[config.mk]
export PLATFORM = sky130hd
export DESIGN_NAME = si5340_i2c_master
export DESIGN_NICKNAME = d
export VERILOG_FILES = /design/src/rtl/si5340_i2c_master.sv
export SDC_FILE = /design/constraint.sdc
export NUM_CORES = 1
export LEC_CHECK = 0
export ABC_AREA = 1
export CORE_AREA = 2 2 72 91
export CTS_BUF_LIST = sky130_fd_sc_hd__clkbuf_16
export DETAILED_ROUTE_END_ITERATION = 8
export DIE_AREA = 0 0 74 93
export PLACE_DENSITY = 0.7
export SLEW_MARGIN = 20
export SYNTH_ARGS = -nofsm -noshare
export SYNTH_HDL_FRONTEND = slang
export SYNTH_SLANG_ARGS = --single-unit
[constraint.sdc]
create_clock -name clk_i -period 5.75 [get_ports clk_i]
set_input_delay 0.8625 -clock clk_i [delete_from_list [all_inputs] [get_ports clk_i]]
set_output_delay 0.8625 -clock clk_i [all_outputs]
set_load 0.03 [all_outputs]
[src/rtl/si5340_i2c_master.sv]
// Single-master I2C byte engine: one command per handshake runs an optional
// START, one byte write or read, and an optional STOP, honouring slave clock stretching.
module si5340_i2c_master #(
  parameter int CLK_FREQ_HZ = 125000000,
  parameter int I2C_FREQ_HZ = 400000
) (
  input  logic       clk_i,
  input  logic       rst_i,
  input  logic       cmd_valid_i,
  output logic       cmd_ready_o,
  input  logic       cmd_start_i,
  input  logic       cmd_stop_i,
  input  logic       cmd_write_i,
  input  logic       cmd_read_i,
  input  logic       cmd_nack_i,
  input  logic [7:0] cmd_data_i,
  output logic       done_o,
  output logic       ack_o,
  output logic [7:0] rx_data_o,
  output logic       busy_o,
  input  logic       scl_pad_i,
  output logic       scl_pad_o,
  output logic       scl_padoen_o,
  input  logic       sda_pad_i,
  output logic       sda_pad_o,
  output logic       sda_padoen_o
);

  localparam int QUARTER = CLK_FREQ_HZ / (4 * I2C_FREQ_HZ);
  localparam int QW = (QUARTER > 2) ? $clog2(QUARTER) : 1;
  localparam logic [QW-1:0] Q_LAST = QW'(QUARTER - 1);

  if (QUARTER < 2) begin : g_quarter_check
    $error("si5340_i2c_master: CLK_FREQ_HZ/(4*I2C_FREQ_HZ) must be at least 2");
  end

  typedef enum logic [2:0] {S_IDLE, S_START, S_WRITE, S_READ, S_STOP, S_DONE} state_t;
  typedef enum logic [1:0] {Q_A, Q_B, Q_C, Q_D} quarter_t;

  state_t        state, state_n;
  quarter_t      phase, phase_n;
  logic [QW-1:0] qcnt, qcnt_n;
  logic [3:0]    bit_cnt, bit_cnt_n;
  logic [7:0]    shreg, shreg_n;
  logic [7:0]    rx_data, rx_data_n;
  logic          c_stop, c_write, c_read, c_nack;
  logic          scl_oen, scl_oen_n, sda_oen, sda_oen_n;
  logic          busy, busy_n, ack, ack_n;
  logic          accept, active, stretch, tick;

  // Remaining phases of a command, in bus order; write takes precedence over read.
  function automatic state_t next_of(logic s, logic w, logic r, logic p);
    if (s) return S_START;
    if (w) return S_WRITE;
    if (r) return S_READ;
    if (p) return S_STOP;
    return S_DONE;
  endfunction

  always_comb begin
    // NOTE: every variable gets a default first so no path through the case infers a latch.
    state_n   = state;
    phase_n   = phase;
    qcnt_n    = qcnt;
    bit_cnt_n = bit_cnt;
    shreg_n   = shreg;
    rx_data_n = rx_data;
    busy_n    = busy;
    ack_n     = ack;
    accept    = 1'b0;
    active    = state inside {S_START, S_WRITE, S_READ, S_STOP};
    // A released SCL still read low means the slave is stretching: freeze at count 0.
    stretch   = scl_oen && !scl_pad_i && (qcnt == '0);
    tick      = active && !stretch && (qcnt == Q_LAST);
    if (active && !stretch) qcnt_n = tick ? '0 : qcnt + 1'b1;

    case (state)
      S_IDLE: begin
        if (cmd_valid_i) begin
          accept    = 1'b1;
          state_n   = next_of(cmd_start_i, cmd_write_i, cmd_read_i, cmd_stop_i);
          phase_n   = Q_A;
          bit_cnt_n = '0;
          shreg_n   = cmd_data_i;
        end
      end
      S_START: begin
        if (tick) begin
          phase_n = quarter_t'(phase + 2'd1);
          if (phase == Q_C) busy_n = 1'b1;
          if (phase == Q_D) state_n = next_of(1'b0, c_write, c_read, c_stop);
        end
      end
      S_WRITE, S_READ: begin
        if (tick) begin
          phase_n = quarter_t'(phase + 2'd1);
          if (phase == Q_C) begin
            if (bit_cnt == 4'd8) begin
              if (state == S_WRITE) ack_n = sda_pad_i;
            end else if (state == S_READ) begin
              shreg_n = {shreg[6:0], sda_pad_i};
            end
          end
          if (phase == Q_D) begin
            if (bit_cnt == 4'd8) begin
              bit_cnt_n = '0;
              state_n   = next_of(1'b0, 1'b0, 1'b0, c_stop);
            end else begin
              bit_cnt_n = bit_cnt + 4'd1;
              if (state == S_WRITE) shreg_n = {shreg[6:0], 1'b0};
            end
          end
        end
      end
      S_STOP: begin
        if (tick) begin
          phase_n = quarter_t'(phase + 2'd1);
          if (phase == Q_C) busy_n = 1'b0;
          if (phase == Q_D) state_n = S_DONE;
        end
      end
      S_DONE:  state_n = S_IDLE;
      default: state_n = S_IDLE;
    endcase

    if (state_n == S_DONE && (state == S_READ || state == S_STOP) && c_read) rx_data_n = shreg;

    // Pad enables follow the quarter being entered, so they change together with the phase.
    scl_oen_n = scl_oen;
    sda_oen_n = sda_oen;
    case (state_n)
      S_START: begin
        case (phase_n)
          Q_A: sda_oen_n = 1'b1;
          Q_B: scl_oen_n = 1'b1;
          Q_C: sda_oen_n = 1'b0;
          Q_D: scl_oen_n = 1'b0;
          default: ;
        endcase
      end
      S_WRITE, S_READ: begin
        case (phase_n)
          Q_A: begin
            scl_oen_n = 1'b0;
            if (bit_cnt_n == 4'd8) sda_oen_n = (state_n == S_WRITE) ? 1'b1 : c_nack;
            else                   sda_oen_n = (state_n == S_WRITE) ? shreg_n[7] : 1'b1;
          end
          Q_B:     scl_oen_n = 1'b1;
          Q_D:     scl_oen_n = 1'b0;
          default: ;
        endcase
      end
      S_STOP: begin
        case (phase_n)
          Q_A:     sda_oen_n = 1'b0;
          Q_B:     scl_oen_n = 1'b1;
          Q_C:     sda_oen_n = 1'b1;
          default: ;
        endcase
      end
      default: ;
    endcase
  end

  always_ff @(posedge clk_i) begin
    if (rst_i) begin
      state   <= S_IDLE;
      phase   <= Q_A;
      qcnt    <= '0;
      bit_cnt <= '0;
      shreg   <= '0;
      rx_data <= '0;
      c_stop  <= 1'b0;
      c_write <= 1'b0;
      c_read  <= 1'b0;
      c_nack  <= 1'b0;
      scl_oen <= 1'b1;
      sda_oen <= 1'b1;
      busy    <= 1'b0;
      ack     <= 1'b0;
    end else begin
      state   <= state_n;
      phase   <= phase_n;
      qcnt    <= qcnt_n;
      bit_cnt <= bit_cnt_n;
      shreg   <= shreg_n;
      rx_data <= rx_data_n;
      scl_oen <= scl_oen_n;
      sda_oen <= sda_oen_n;
      busy    <= busy_n;
      ack     <= ack_n;
      if (accept) begin
        c_stop  <= cmd_stop_i;
        c_write <= cmd_write_i;
        c_read  <= cmd_read_i && !cmd_write_i;
        c_nack  <= cmd_nack_i;
      end
    end
  end

  assign cmd_ready_o  = (state == S_IDLE);
  assign done_o       = (state == S_DONE);
  assign ack_o        = ack;
  assign rx_data_o    = rx_data;
  assign busy_o       = busy;
  assign scl_pad_o    = 1'b0;
  assign sda_pad_o    = 1'b0;
  assign scl_padoen_o = scl_oen;
  assign sda_padoen_o = sda_oen;

endmodule

==> qor.csv <==
stage;metric;value;unit
final_layout;Final Cell Area;3130;µm²
die;Rows;32;
clocking;Reg clk slew, reported paths;0.06;ns
clocking;clk_lat worst skew;0.29;ns
logic_synthesis;Yosys reg bits;40;
detailed_routing;Post-Route WL;6240;µm
logic_synthesis;EDFF count, synth;0;
job;max_cap viols;0;
logic_synthesis;Synth area leader;dfxtp_1;
grt;antenna violations before repair;0;
run_status;run status;completed;
sta;Worst-Margin Slew;0.726;ns
setup_path;r2r setup slk;3.02;ns
power;total power;792;µW
power;sequential share of power;38.4;%
logic_synthesis;synthesized area per cell;6.63;µm²
setup_path;Worst R2R Path Depth;15;
clocking;CTS Buffer Depth;2;
detailed_routing;DR iter-0 viols;151;
die;die area;6880;µm²
power;combinational power share;20.2;%
logic_synthesis;Mapped Area;2610;µm²
power;Peak supply drop;151;µV
die;die width;74;µm
logic_synthesis;top post-synthesis cells by count;83 x nand2_1, 59 x inv_1, 56 x nor2_1;
final_layout;Seq. cell area;801;µm²
setup_path;Worst Setup Path Type;in -> reg;
setup_path;CP required;5.97;ns
worst_hold_path;WHS Endpoint;c_write;
grt;first-pass GRT wire length;10600;µm
placed_design;PortBufs;31;
clocking;H-tree depth;2;
die;Core ar.;6050;µm²
sta;Final Hold Fails;0;
sta;PnR worst setup slack;2.66;ns
detailed_routing;Vias/cell;4.87;
setup_path;critical path's top delay family;simple AND/OR/NAND/NOR gates;
setup_path;Worst R2R End;scl_padoen_o;
logic_synthesis;asr flop ratio synth;0;%
setup_path;crit end category;register;
detailed_routing;DR vias;2469;
logic_synthesis;top-area cell type share of the netlist area;30.7;%
setup_path;WP buf/inv;4;
logic_synthesis;most used flip-flop cell after synthesis;dfxtp_1;
final_layout;final net count;450;
detailed_routing;router iterations before antenna repair;4;
final_layout;footprint of the multi-input gates;1510;µm²
setup_path;critical path fanouts, max;11;
grt;number of global-route vias before repair;2398;
setup_path;Worst EP arrival;3.31;ns
detailed_routing;Routed Antenna Nets;0;
placed_design;Place WS;2.37;ns
sta;RSZ-0062 raised after global routing;false;
final_layout;Filler Cell Count;580;
worst_hold_path;hold depth;2;
clocking;Post-CTS Setup Inserts;0;
grt;gr ovfl total;0;
logic_synthesis;most common cell in the synthesized netlist;nand2_1;
detailed_routing;WL/cell;12.3;µm
logic_synthesis;Yosys warnings;0;
clocking;CTS tree;built;
grt;largest net degree at the start of global routing;22;
clocking;# hold bufs at CTS;0;
sta;hold slack;0.478;ns
logic_synthesis;Distinct cells, synth;38;
die;Die Span Y;93;µm
power;Power Density;253;nW/µm²
sta;TNS Setup;0;ns
clocking;Num CTS Buffers;5;
power;leak pwr;1.40;nW
placed_design;placed inst area;2960;µm²
setup_path;reg2reg start;qcnt[0];
logic_synthesis;register area share after synthesis;30.7;%
logic_synthesis;dominant cells by area after synthesis;dfxtp_1 31%, nand2_1 12%, inv_1 8.5%;
placed_design;post-DP HPWL;4670;µm
power;Sw Ratio;29.8;%
setup_path;worst-path cell chain;clkdlybuf4s50_1, inv_1, nand2_1, nor2_1, nand2_1, nand3_2, nand2_1, inv_1, nor3_1, inv_1, ha_1, or2_2, o211ai_1, nand2_1, nand3_1;
sta;crit path time final;3.09;ns
worst_hold_path;HP Class;reg -> reg;
clocking;clk sinks;40;
final_layout;layout cells sized above 1;10.2;%
setup_path;slowest CP cell;clkdlybuf4s50_1;
die;Initial Utilization;43.1;%
sta;crit share post-route;53.7;%
clocking;PostCTS Resize Cnt;0;
sta;Layout Skew;0.00663;ns
setup_path;crit-path max cell delay;0.47;ns
die;# IOs;34;
power;clock share of power;41.4;%
final_layout;Antenna Cells;0;
setup_path;Worst setup SP type;input port;
logic_synthesis;post-synthesis instance total;393;
sta;Slew HR;51.5;%
placed_design;GP Congestion;0.868;
final_layout;P&R area growth vs syn;19.9;%
setup_path;most used cell, CP;nand2_1;
clocking;Root Driver;clkbuf_16;
sta;Achievable Freq;0.324;GHz
power;Pint;556;µW
power;P_sw;236;µW
sta;Max Slew Vio Count;0;
sta;Final setup viols;0;
detailed_routing;drt drc;0;
grt;GRT Total Usage;19.7;%
worst_hold_path;Hold Startpoint;c_write;
-- cell families after synthesis --
family          count (synthesis)  synth area share (%)
xor+xnor                        2                 0.672
fa+ha+maj                      11                  5.28
compound gates                 68                  15.2
buf+inv                        73                  11.7
other cells                     1                 0.144
simple gates                  198                  36.3
flops                          40                  30.7
-- power by group through the flow --
stage / Clock [mW] / Sequential [mW] / Combinational [mW]
after floorplan: 0 / 0.313 / 0.111
after global placement: 0 / 0.311 / 0.159
after detailed placement: 0 / 0.311 / 0.160
after CTS: 0.334 / 0.304 / 0.161
after global routing: 0.343 / 0.306 / 0.180
final: 0.328 / 0.304 / 0.160
-- worst min-delay path: stages, from the launching register on --
cell	delay, ns
dfxtp_1	0.31
inv_1	0.07
a21oi_1	0.06
-- registers in the layout, summed over array words and instances (netlist names) --
signal,cells
ack_o,1
bit_cnt,4
busy_o,1
c_nack,1
c_read,1
c_stop,1
c_write,1
phase,2
qcnt,7
rx_data_o,8
scl_padoen_o,1
sda_padoen_o,1
shreg,8
state,3
-- through the flow --
stage | std cells | utilization (%)
global placement | 499 | 48.9
floorplan | 394 | -
finish | 507 | 51.7
CTS | 507 | 51.7
global route | 507 | 51.7
detailed placement | 499 | 48.9
-- final cells by class --
cell class,count,share of cell area (%)
clock inverters,3,1.48
flip-flops and latches,40,25.6
well taps,85,3.40
inverters,62,7.44
multi-input cells,281,48.1
clock buffers,5,4.00
repair buffers,31,9.92
-- worst max-delay path by stage --
stage                         endpoint       from  cells past startpoint  slack (ns)
after floorplan           scl_padoen_o  scl_pad_i                     14        3.12
after global routing      scl_padoen_o  scl_pad_i                     15        2.46
final                     scl_padoen_o  scl_pad_i                     15        2.66
after detailed placement  scl_padoen_o  scl_pad_i                     15        2.37
after global placement    scl_padoen_o  scl_pad_i                     15        2.46
after CTS                 scl_padoen_o  scl_pad_i                     15        2.67
-- placed cells by master, fill, tap and decap left out, types with 5 or more instances in the layout --
cell type | Yosys | routed
nand4_1 | 6 | 6
nor2_1 | 56 | 56
ha_1 | 11 | 11
dfxtp_1 | 40 | 40
nor3_1 | 6 | 6
clkdlybuf4s50_1 | 0 | 31
nor2_2 | 8 | 8
inv_1 | 59 | 59
o21ai_0 | 27 | 27
o21ai_1 | 5 | 5
clkbuf_16 | 0 | 5
nand3_1 | 17 | 17
nand2_1 | 83 | 83
a21oi_1 | 19 | 19
-- layer usage --
| layer | vias up | track usage, % | wire [µm] |
|---|---|---|---|
| li1 | 1303 | - | - |
| met1 | 1106 | 22.7 | 2660 |
| met2 | 50 | 35.6 | 3180 |
| met3 | 10 | 3.02 | 268 |
| met4 | 0 | 7.88 | 133 |
| met5 | - | 0 | 0 |
No activity file was read; power rests on OpenSTA's default activity.
